$ cat src/rtl/pipe_hazard_ctrl_if.sv
// pipe_hazard_ctrl_if
// Groups the hazard controller's request and response signals.
//   master : pipeline side. Drives rdy_in, stall_req, flush_req and flush_depth.
//            Receives stall, flush and flushing.
//   slave  : pipe_hazard_ctrl. Takes the requests and drives the hold/kill vectors.
// Build option PIPE_HAZARD_PERF_EN adds the performance counter outputs
// stall_cycles and flush_count, which the slave drives.
interface pipe_hazard_ctrl_if #(
   parameter int NSTAGE  = 5,
   parameter int DEPTH_W = 3,
   parameter int CNT_W   = 32
);
   logic                rdy_in;
   logic [NSTAGE-1:0]   stall_req;
   logic                flush_req;
   logic [DEPTH_W-1:0]  flush_depth;
   logic [NSTAGE:0]     stall;
   logic [NSTAGE:0]     flush;
   logic                flushing;
`ifdef PIPE_HAZARD_PERF_EN
   logic [CNT_W-1:0]    stall_cycles;
   logic [CNT_W-1:0]    flush_count;

   modport master (output rdy_in, stall_req, flush_req, flush_depth,
                   input  stall, flush, flushing, stall_cycles, flush_count);
   modport slave  (input  rdy_in, stall_req, flush_req, flush_depth,
                   output stall, flush, flushing, stall_cycles, flush_count);
`else
   modport master (output rdy_in, stall_req, flush_req, flush_depth,
                   input  stall, flush, flushing);
   modport slave  (input  rdy_in, stall_req, flush_req, flush_depth,
                   output stall, flush, flushing);
`endif

   if (CNT_W < 1) begin : g_bad_cnt_w
      $error("CNT_W must be at least 1");
   end
endinterface

$ cat src/rtl/pipe_hazard_ctrl.sv
// pipe_hazard_ctrl
// Pipeline stall/flush controller for the RV32I core.
// It merges the per-stage stall requests, the mispredict flush and the global ready
// into hold (stall) and kill (flush) vectors for pc_reg, if_id, id_ex, ex_mem and mem_wb.
// Ports:
//   clk_in  : clock
//   rst_in  : asynchronous reset, active high
//   bus     : pipe_hazard_ctrl_if.slave
//             inputs  rdy_in, stall_req, flush_req, flush_depth
//             outputs stall, flush, flushing
// Build option PIPE_HAZARD_PERF_EN adds the stall_cycles and flush_count counters.
//
// state | meaning
// IDLE  | no flush window; stall follows the requests
// FLUSH | flush window active; the front depth_q stages are killed and their stall requests are masked
module pipe_hazard_ctrl #(
   parameter int NSTAGE    = 5,
   parameter int FLUSH_LEN = 2,
   parameter int DEPTH_W   = 3,
   parameter int CNT_W     = 32
) (
   input  logic            clk_in,
   input  logic            rst_in,
   pipe_hazard_ctrl_if.slave bus
);

   localparam int CW = (FLUSH_LEN > 1) ? $clog2(FLUSH_LEN) : 1;
   localparam logic [CW-1:0]      CNT_LOAD  = CW'(FLUSH_LEN - 1);
   localparam logic [DEPTH_W-1:0] DEPTH_MAX = DEPTH_W'(NSTAGE);

   if (FLUSH_LEN < 1 || (2 ** DEPTH_W) <= NSTAGE || CNT_W < 1) begin : g_bad_param
      $error("pipe_hazard_ctrl: illegal parameter combination");
   end

   typedef enum logic {IDLE = 1'b0, FLUSH = 1'b1} state_t;

   state_t              state_q, state_d;
   logic [CW-1:0]       cnt_q, cnt_d;
   logic [DEPTH_W-1:0]  depth_q, depth_d, depth_clamp;
   logic [NSTAGE-1:0]   kill_mask, req_eff;
   logic [NSTAGE:0]     stall_o, flush_o;
   logic                in_flush;

   always_comb begin
      depth_clamp = bus.flush_depth;
      if (bus.flush_depth == '0)
         depth_clamp = DEPTH_W'(1);
      else if (bus.flush_depth > DEPTH_MAX)
         depth_clamp = DEPTH_MAX;
   end

   always_ff @(posedge clk_in or posedge rst_in) begin
      if (rst_in) begin
         state_q <= IDLE;
         cnt_q   <= '0;
         depth_q <= '0;
      end else begin
         state_q <= state_d;
         cnt_q   <= cnt_d;
         depth_q <= depth_d;
      end
   end

   // Everything freezes while rdy_in is low. A flush_req seen in FLUSH restarts the window.
   always_comb begin
      state_d = state_q;
      cnt_d   = cnt_q;
      depth_d = depth_q;
      if (bus.rdy_in) begin
         case (state_q)
            IDLE: begin
               if (bus.flush_req) begin
                  state_d = FLUSH;
                  depth_d = depth_clamp;
                  cnt_d   = CNT_LOAD;
               end
            end
            FLUSH: begin
               if (bus.flush_req) begin
                  depth_d = depth_clamp;
                  cnt_d   = CNT_LOAD;
               end else if (cnt_q == '0) begin
                  state_d = IDLE;
               end else begin
                  cnt_d = cnt_q - 1'b1;
               end
            end
            default: state_d = IDLE;
         endcase
      end
   end

   always_comb begin
      in_flush  = (state_q == FLUSH);
      kill_mask = '0;
      for (int i = 0; i < NSTAGE; i++)
         kill_mask[i] = in_flush && (i < int'(depth_q));
      req_eff = bus.stall_req & ~kill_mask;

      // A stall request from stage k holds that stage, every stage in front of it, and the PC.
      stall_o = '0;
      if (rst_in || !bus.rdy_in) begin
         stall_o = '1;
      end else begin
         stall_o[0] = |req_eff;
         for (int j = 1; j <= NSTAGE; j++)
            stall_o[j] = |(req_eff >> (j - 1));
      end

      flush_o = '0;
      if (in_flush && bus.rdy_in)
         flush_o[NSTAGE:1] = kill_mask;
   end

   assign bus.stall    = stall_o;
   assign bus.flush    = flush_o;
   assign bus.flushing = in_flush;

`ifdef PIPE_HAZARD_PERF_EN
   logic [CNT_W-1:0] stall_cycles_q, flush_count_q;

   always_ff @(posedge clk_in or posedge rst_in) begin
      if (rst_in) begin
         stall_cycles_q <= '0;
         flush_count_q  <= '0;
      end else begin
         if (bus.rdy_in && stall_o[0])
            stall_cycles_q <= stall_cycles_q + 1'b1;
         if (bus.rdy_in && bus.flush_req)
            flush_count_q <= flush_count_q + 1'b1;
      end
   end

   assign bus.stall_cycles = stall_cycles_q;
   assign bus.flush_count  = flush_count_q;
`endif

endmodule

$ cat src/flat_wrapper.sv
// flat-port wrapper written by rule: the top's interface ports become plain ports
module pipe_hazard_ctrl_flat 
#(
   parameter int NSTAGE    = 5,
   parameter int FLUSH_LEN = 2,
   parameter int DEPTH_W   = 3,
   parameter int CNT_W     = 32
)
  (clk_in, rst_in, bus_rdy_in, bus_stall_req, bus_flush_req, bus_flush_depth, bus_stall, bus_flush, bus_flushing);
  pipe_hazard_ctrl_if #(.NSTAGE(NSTAGE), .DEPTH_W(DEPTH_W), .CNT_W(CNT_W)) bus_i ();
  input  logic clk_in;
  input  logic rst_in;
  input wire logic [$bits(bus_i.rdy_in)-1:0] bus_rdy_in;
  input wire logic [$bits(bus_i.stall_req)-1:0] bus_stall_req;
  input wire logic [$bits(bus_i.flush_req)-1:0] bus_flush_req;
  input wire logic [$bits(bus_i.flush_depth)-1:0] bus_flush_depth;
  output wire logic [$bits(bus_i.stall)-1:0] bus_stall;
  output wire logic [$bits(bus_i.flush)-1:0] bus_flush;
  output wire logic [$bits(bus_i.flushing)-1:0] bus_flushing;
  assign bus_i.rdy_in = bus_rdy_in;
  assign bus_i.stall_req = bus_stall_req;
  assign bus_i.flush_req = bus_flush_req;
  assign bus_i.flush_depth = bus_flush_depth;
  assign bus_stall = bus_i.stall;
  assign bus_flush = bus_i.flush;
  assign bus_flushing = bus_i.flushing;
  pipe_hazard_ctrl #(.NSTAGE(NSTAGE), .FLUSH_LEN(FLUSH_LEN), .DEPTH_W(DEPTH_W), .CNT_W(CNT_W)) u_core (.clk_in(clk_in), .rst_in(rst_in), .bus(bus_i));
endmodule
$ cat config.mk
export PLATFORM = sky130hd
export DESIGN_NAME = pipe_hazard_ctrl_flat
export DESIGN_NICKNAME = d
export VERILOG_FILES = /design/src/rtl/pipe_hazard_ctrl_if.sv /design/src/rtl/pipe_hazard_ctrl.sv /design/src/flat_wrapper.sv
export SDC_FILE = /design/constraint.sdc
export NUM_CORES = 1
export LEC_CHECK = 0
export CORE_AREA = 2 2 39 41
export CTS_BUF_LIST = sky130_fd_sc_hd__clkbuf_4
export DETAILED_ROUTE_END_ITERATION = 7
export DIE_AREA = 0 0 41 43
export PLACE_DENSITY = 0.77
export SLEW_MARGIN = 40
export SYNTH_ARGS = -nofsm -noshare
export SYNTH_HDL_FRONTEND = slang
export SYNTH_SLANG_ARGS = --single-unit
$ cat constraint.sdc
create_clock -name clk_in -period 2.4 [get_ports clk_in]
set_clock_uncertainty 0.15 [all_clocks]
set_input_delay 0.24 -clock clk_in [delete_from_list [all_inputs] [get_ports clk_in]]
set_output_delay 0.24 -clock clk_in [all_outputs]
set_load 0.05 [all_outputs]
**Yosys cells after proc, flatten, opt, wreduce, memory -nomap -nowiden**

Cells that the tools add are included.

- Add/subtract/negate cells: 1
- $mul: 0
- Div/mod/pow operators: 0
- Magnitude comparators: 6
- Equality and inequality tests: 1
- Shift-type cells: 0
- Multiplexer cells: 13
- Bitwise gates (word level): 3
- Reduce and logical (&&, ||, !) cells: 15

Operators by type and width:

| operator | number |
|---|---|
| 3-bit two-way mux | 3 |
| 1-bit logical AND | 6 |
| 1-bit by 3-bit < comparator with 1-bit output (first input constant) | 2 |
| 2-bit by 3-bit < comparator with 1-bit output (first input constant) | 2 |
| 1-bit two-way mux | 6 |
| 6-bit two-way mux | 1 |
| 5-bit AND | 1 |
| 5-bit two-way mux | 1 |
| 5-bit NOT | 1 |
| 5-bit OR reduction | 1 |
| 1-bit one-hot mux with 2 select lines | 2 |
| 2-bit AND reduction | 2 |
| 4-bit OR reduction | 1 |
| 3-bit > comparator (second input constant) | 1 |
| 3-bit zero test | 1 |
| 3-bit < comparator (first input constant) | 1 |
| 3-bit OR reduction | 1 |
| 2-bit != test (second input constant) | 1 |
| 2-bit OR reduction | 1 |
| 1-bit zero test | 1 |
| 1-bit logical OR | 1 |
| 1-bit NOT | 1 |
| 1-bit subtractor (second input constant) | 1 |

- Bits in registers: 5
- Bits in latches: 0
- Memory bits (writable): 0
- Memory bits (read-only): 0
- Bits of input ports: 12
- Output and inout bits: 13
- Word-level logic and storage cells: 42
- Memories: 0

**Logic depth before layout (Yosys ltp)**

Gate-level depths: netlist of run 1.

- Word-level depth: 6
- Depth in mapped cells: 4
- Mapped depth without buffers: 3

**Least setup slack after synthesis of run 1**

No wires, ideal clock.

- Path kind: reg2out
- Start: register u_core.state_q, in the netlist u_core.bus.flushing
- End: output bus_flush[3]
- Data arrival time: 2.114 ns
- Data required time: 2.010 ns
- Path slack: -0.104 ns
- Stages on the path, launching flop included: 4
- Cells stage by stage: dfrtp_1 nand2_1 nor2_1 o21a_1

- Word-level cells in the longest chain between the ends: 2
- Elaborated cells between the ends (all ways): 3
- Those cells by class: mux (1); reduce/logical (2)

RTL lines:

| element | line | RTL |
|---|---|---|
| start: declaration | pipe_hazard_ctrl.sv:37 | `state_t state_q, state_d;` |
| start signal: assignment | pipe_hazard_ctrl.sv:58 | `state_q <= state_d;` |
| 1-bit logical AND (on tied branches) | pipe_hazard_ctrl.sv:97, pipe_hazard_ctrl.sv:111 |  |
| 5-bit two-way mux * | pipe_hazard_ctrl.sv:111 | `if (in_flush && bus.rdy_in)` |
| end: declaration | flat_wrapper.sv:18 | `output wire logic [$bits(bus_i.flush)-1:0] bus_flush;` |

Every way passes the cells marked *; elsewhere a longest branch is shown, timed or not.

**Worst setup path in the final report of run 1**

- Start: register u_core.depth_q[2]
- End: output bus_stall[0]

- Word-level cells in the longest chain between the ends: 6
- Elaborated cells between the ends (all ways): 14
- Those cells by class: order compare (5); mux (1); bitwise (2); reduce/logical (6)

RTL lines:

| element | line | RTL |
|---|---|---|
| start: declaration | pipe_hazard_ctrl.sv:39 | `logic [DEPTH_W-1:0] depth_q, depth_d, depth_clamp;` |
| start signal: assignment | pipe_hazard_ctrl.sv:60 | `depth_q <= depth_d;` |
| 1-bit by 3-bit < comparator with 1-bit output (tied with other cells) | pipe_hazard_ctrl.sv:97 | `kill_mask[i] = in_flush && (i < int'(depth_q));` |
| 1-bit logical AND | pipe_hazard_ctrl.sv:97 |  |
| 5-bit NOT * | pipe_hazard_ctrl.sv:98 | `req_eff = bus.stall_req & ~kill_mask;` |
| 5-bit AND * | pipe_hazard_ctrl.sv:98 |  |
| 5-bit OR reduction * | pipe_hazard_ctrl.sv:105 | `stall_o[0] = \|req_eff;` |
| 6-bit two-way mux * | pipe_hazard_ctrl.sv:102 | `if (rst_in \|\| !bus.rdy_in) begin` |
| end: declaration | flat_wrapper.sv:17 | `output wire logic [$bits(bus_i.stall)-1:0] bus_stall;` |

Marked as above.

==> results of run 1 <==
-- stage by stage --
stage	worst slack (ps)	hold slack [ps]	power (mW)	utilization	area [µm²]
2_1_floorplan	120	-131	0.233	-	380
3_3_place_gp	558	318	0.297	0.434	601
3_5_place_dp	515	323	0.299	0.434	601
4_1_cts	444	77.5	0.410	0.456	631
5_1_grt	355	97.6	0.432	0.456	631
6_report	465	76.8	0.404	0.456	631
-- cell families (layout without fill, tap and decap cells) --
group           Yosys count  in the layout  synth area share
compound gates           13             13             0.285
buf+inv                   5             30            0.0705
flops                     5              5             0.336
mux                       1              1            0.0302
other cells               1              1            0.0101
simple gates             21             21             0.268
-- power by group through the flow --
stage               Sequential (mW)  Combinational [mW]  Clock, mW
detailed placement            0.120               0.179          0
global route                  0.121               0.191      0.120
global placement              0.119               0.177          0
CTS                           0.118               0.180      0.112
floorplan                     0.125               0.108          0
finish                        0.118               0.178      0.108
-- worst max path at each step --
stage / end / from / slack, ps / depth (start not counted)
2_1_floorplan: bus_flush[3] / u_core.bus.flushing / 120 / 3
3_3_place_gp: bus_stall[1] / bus_rdy_in / 560 / 5
3_5_place_dp: bus_stall[0] / bus_rdy_in / 520 / 5
4_1_cts: bus_stall[0] / u_core.depth_q[2] / 440 / 4
5_1_grt: bus_stall[0] / u_core.depth_q[2] / 360 / 4
6_report: bus_stall[0] / u_core.depth_q[2] / 460 / 4
-- state kept, by name, indices dropped and copies added (netlist names) --
register	count
u_core.bus.flushing	1
u_core.cnt_q	1
u_core.depth_q	3
-- Yosys cell counts, drive strengths merged --
cell	instances	area, µm²
nor3	1	5.00
dfrtp	5	125
nor2	3	11.3
o21a	2	15.0
nor2b	2	12.5
and3	1	7.51
mux2	1	11.3
inv	3	11.3
a21o	1	8.76
a221oi	1	26.3
nand2b	3	18.8
nand2	10	40.0
o221ai	1	8.76
nand3	1	5.00
o211ai	1	12.5
conb	1	3.75
o21ai	5	25.0
buf	2	15.0
a21oi	2	10.0
-- area by class of cell --
type	instances	area, µm²
inverter	3	11.3
tap	16	20.0
clock buffer	4	30.0
sequential	5	125
timing repair buffer	23	215
multi-input combinational	36	229
fill	150	753
-- metal layers --
metal	up-vias	wire, µm
met2	23	445
li1	204	-
met5	-	0
met1	188	373
met4	0	0
met3	0	146
==> results.tsv, run 1 <==
stage	metric	value	unit
run_status	outcome	finished clean	
clock_network	cts_made_buffers	3	
drt	wire_per_inst	11.1	µm
pwr	combPwrFrac	0.440	
global_routing	grtUsageMet3	0.0262	
global_routing	grt_util_all_layers	0.126	
clock_network	clk_pin_slew	50	ps
global_routing	grt_util_met2	0.200	
sta	slew_violations	0	
pwr	power_frac_seq	0.293	
final_layout	final_nets	84	
logic_synthesis	yosysWarnings	0	
place	numPortBuffers	23	
clock_network	htree_levels	1	
place	place.gp.congestion	0.710	
pwr	power_switching	165	µW
critical_path	cpMaxStageDelayCell	dfrtp_1	
global_routing	antenna_found_initial	0	
critical_path	cp-start-kind	flip-flop	
pwr	cellLeakagePower	0.274	nW
clock_network	cts.repair.resized	0	
clock_network	tritoncts	yes	
sta	hold_viol	0	
critical_path	regToRegSetupSlack	1370	ps
logic_synthesis	synth_cell_type_count	20	
floorplan	die_x	41	µm
sta	fin_crit_sh	0.806	
logic_synthesis	syn_avg_cell_area	8.11	µm²
final_layout	area_delta_synth_final	69.1	%
critical_path	crit_type	flip-flop to primary output	
floorplan	dieHeight	43	µm
critical_path	slowest_delay	490	ps
logic_synthesis	netlist_area	373	µm²
pwr	p_sw_frac	0.408	
drt	drt_iter0_drc	4	
critical_path	critPathTopFamily	flip-flops	
floorplan	rows	14	
pwr	peakVddDrop	0.000264	V
critical_path	r2r-end	u_core.depth_q[2]	
sta	max_freq	0.517	GHz
final_layout	stdcell_count	87	
pwr	internal_power	239	µW
drt	via_count	415	
global_routing	grtUsageMet1	0.144	
critical_path	cp_max_fo	8	
drt	wl	964	µm
final_layout	layout_common_cells	clkdlybuf4s50_1, buf_4, nand2_1, o21ai_0, dfrtp_1	
floorplan	fp.dieArea	1760	µm²
clock_network	clockBufferDepth	2	
final_layout	n_antenna_cell	0	
logic_synthesis	netlist_instances	46	
pwr	pwr-share-clk	0.267	
sta	setup_viol	0	
clock_network	worstSkewPairLatency	240	ps
logic_synthesis	synth-seq-area-share	0.336	
final_layout	drive_gt1_frac	0.324	
floorplan	initial_core_util	0.269	
drt	via_per_inst	4.77	
global_routing	overflow	0	
critical_path	crit_chain	nand2_2 > a221oi_4 > nand3_2 > buf_4	
floorplan	io-pin-count	25	
logic_synthesis	ys_seq_elements	5	
critical_path	r2r_cells	1	
sta	tns	0	ps
place	place_inst	83	
logic_synthesis	synth_nets	58	
global_routing	grt_max_degree	9	
global_routing	grt_busiest_layer	met2	
place	dpl.hpwl	810	µm
final_layout	final_common_cell	clkdlybuf4s50_1	
clock_network	cts_hold_buf	0	
flow_run	maxCapViolations	0	
clock_network	cts-root-buf	clkbuf_4	
critical_path	rr_startpoint	u_core.depth_q[2]	
global_routing	grt_pass1_wl	1520	µm
clock_network	clkSinkCount	5	
critical_path	cp_data_arrival_time	1550	ps
pwr	power_density	640	nW/µm²
drt	firstDrtPassIters	4	
min_path	hold_path_class	input pin to async pin	
critical_path	crit_buf_inv	1	
sta	fin_crit	1940	ps
sta	rsz0062_at_grt	no	
clock_network	cts_setup_buffers	0	
critical_path	worstSetupEndpointType	primary output	
critical_path	cp.required	2010	ps
drt	ant_nets	0	
global_routing	grt_pass1_vias	375	
floorplan	core	1380	µm²
drt	drc	0	
Power figures use the tool's default switching activity.
==> inputs of run 2 (changes only) <==
PLACE_DENSITY = 0.79   (was 0.77)
clock period = 1.7 ns   (was 2.4 ns; I/O delays follow)
==> results.tsv, run 2 (same netlist as run 1, synthesis figures left out) <==
stage	metric	value	unit	change
final_layout	fillCellCount	124		-17%
sta	setup_viol	5		+5
critical_path	slowest_delay	420	ps	-70 ps
sta	fin_crit_sh	1.03		
critical_path	cp_max_fo	5		-3
clock_network	worstSkewPairLatency	240	ps	about the same
critical_path	cp-start-kind	flip-flop		
pwr	pwr-share-clk	0.222		-0.045
floorplan	rows	14		unchanged
drt	drt_iter0_drc	4		unchanged
final_layout	register_area	130	µm²	+4.0%
global_routing	grt_util_all_layers	0.145		+0.0190
pwr	power_frac_seq	0.244		-0.049
place	pre_cts_ws	-23.4	ps	-539 ps
sta	rsz0062_at_grt	yes		
place	place.gp.congestion	0.689		-3.0%
pwr	internal_power	422	µW	+77%
drt	wl	1090	µm	+13%
critical_path	r2r_cells	2		+1
place	dpl.hpwl	835	µm	+3.1%
final_layout	max_flop_register	u_core.depth_q		
drt	firstDrtPassIters	4		unchanged
sta	max_freq	0.573	GHz	
min_path	hold_path_class	input pin to async pin		
floorplan	fp.dieArea	1760	µm²	unchanged
final_layout	layout_common_cells	buf_4, clkdlybuf4s50_1, nand2_1, buf_12, buf_6		
pwr	peakVddDrop	0.000394	V	+49%
final_layout	final_common_cell	buf_4		
drt	via_count	459		+11%
global_routing	grt_max_degree	8		-1
drt	ant_nets	0		unchanged
global_routing	overflow	0		unchanged
floorplan	dieHeight	43	µm	unchanged
sta	tns	-162	ps	-162 ps
critical_path	crit_type	flip-flop to primary output		
run_status	outcome	finished with violations		
clock_network	htree_levels	1		unchanged
final_layout	final_nets	96		+14%
final_layout	area_delta_synth_final	123	%	
global_routing	antenna_found_initial	0		unchanged
clock_network	clkSinkCount	5		unchanged
final_layout	n_antenna_cell	0		unchanged
clock_network	cts_hold_buf	0		unchanged
sta	worst_slack	-45.7	ps	-511 ps
global_routing	grt_pass1_wl	1750	µm	+15%
final_layout	drive_gt1_frac	0.530		+0.206
drt	via_per_inst	4.64		-2.8%
final_layout	largest_reg_flops	3		unchanged
drt	drc	0		unchanged
floorplan	io-pin-count	25		unchanged
floorplan	die_x	41	µm	unchanged
critical_path	r2r-end	u_core.depth_q[2]		
critical_path	cp_data_arrival_time	1430	ps	-120 ps
floorplan	initial_core_util	0.269		unchanged
pwr	p_sw_frac	0.387		-0.0212
clock_network	tritoncts	yes		
place	numPortBuffers	23		unchanged
critical_path	cpMaxStageDelayCell	dfrtp_2		
critical_path	regToRegSetupSlack	580	ps	-790 ps
place	place_inst	87		+4.8%
clock_network	clockBufferDepth	2		unchanged
floorplan	core	1380	µm²	unchanged
critical_path	crit_chain	nand2_2 > a221oi_4 > nand2_1 > buf_6		
pwr	power_switching	267	µW	+62%
flow_run	maxCapViolations	0		unchanged
pwr	cellLeakagePower	0.360	nW	+31%
final_layout	multiInputGateArea	258	µm²	+13%
pwr	combPwrFrac	0.534		+0.094
clock_network	clk_pin_slew	40	ps	about the same
drt	wire_per_inst	11.0	µm	-0.36%
sta	slew_violations	0		unchanged
final_layout	stdcell_count	99		+14%
clock_network	cts-root-buf	clkbuf_4		
sta	hold_viol	0		unchanged
pwr	power_density	826	nW/µm²	+29%
critical_path	rr_startpoint	u_core.depth_q[2]		
run_status	violations	setup timing		
sta	fin_crit	1750	ps	
global_routing	grt_pass1_vias	449		+20%
critical_path	worstSetupEndpointType	primary output		
critical_path	cp.required	1380	ps	-630 ps
clock_network	cts_made_buffers	3		unchanged
## run 2: how the worst max path moves through the flow
stage,cells after the start,start,endpoint
finish,4,u_core.bus.flushing,bus_stall[3]
global route,5,u_core.depth_q[1],bus_stall[0]
CTS,4,u_core.depth_q[2],bus_stall[0]
detailed placement,5,rst_in,bus_stall[0]
global placement,5,rst_in,bus_stall[1]
floorplan,4,u_core.bus.flushing,bus_stall[1]
## run 2: per-layer routing
metal | part of all wire | vias to the layer above | track usage
met1 | 0.36 | 208 | 0.141
met5 | 0 | - | 0
met2 | 0.57 | 20 | 0.269
met3 | 0.070 | 0 | 0.0157
met4 | 0 | 0 | 0.0800
li1 | - | 231 | -
## run 2: final cells by class
cell class                      count  share of cell area
Clock buffer                        4              0.0360
Inverter                            3              0.0135
Multi-Input combinational cell     36               0.309
Sequential cell                     5               0.156
Tap cell                           16              0.0240
Timing Repair Buffer               35               0.461
## run 2: worst max-delay path: cells and delay by family, from the launching register on
family / cells / cell delay [ps]
DFF: 1 / 420
AOI/OAI and AO/OA: 1 / 380
and+or+nand+nor: 2 / 220
buffers and inverters: 1 / 170
## run 2: timing repair
| item | in CTS | in global routing |
|---|---|---|
| pin swaps | 2 | 1 |
| gates resized for setup | 9 | 2 |
| endpoints found under the setup margin | 5 | 7 |
| buffers inserted | 8 | 0 |
## run 2: power by group through the flow
stage	Combinational [mW]	Clock, mW	Sequential, mW
detailed placement	0.313	0	0.169
CTS	0.366	0.161	0.167
finish	0.367	0.153	0.168
floorplan	0.164	0	0.177
global route	0.392	0.167	0.171
global placement	0.308	0	0.168
## run 2: through the flow
step           hold slack [ps]  total power, mW  cell area, µm²  utilization
6_report                  5.00            0.688             833        0.602
5_1_grt                   43.5            0.729             833        0.602
4_1_cts                   2.16            0.694             831        0.600
3_5_place_dp               265            0.482             709        0.513
3_3_place_gp               250            0.476             709        0.513
2_1_floorplan             -202            0.341             403            -
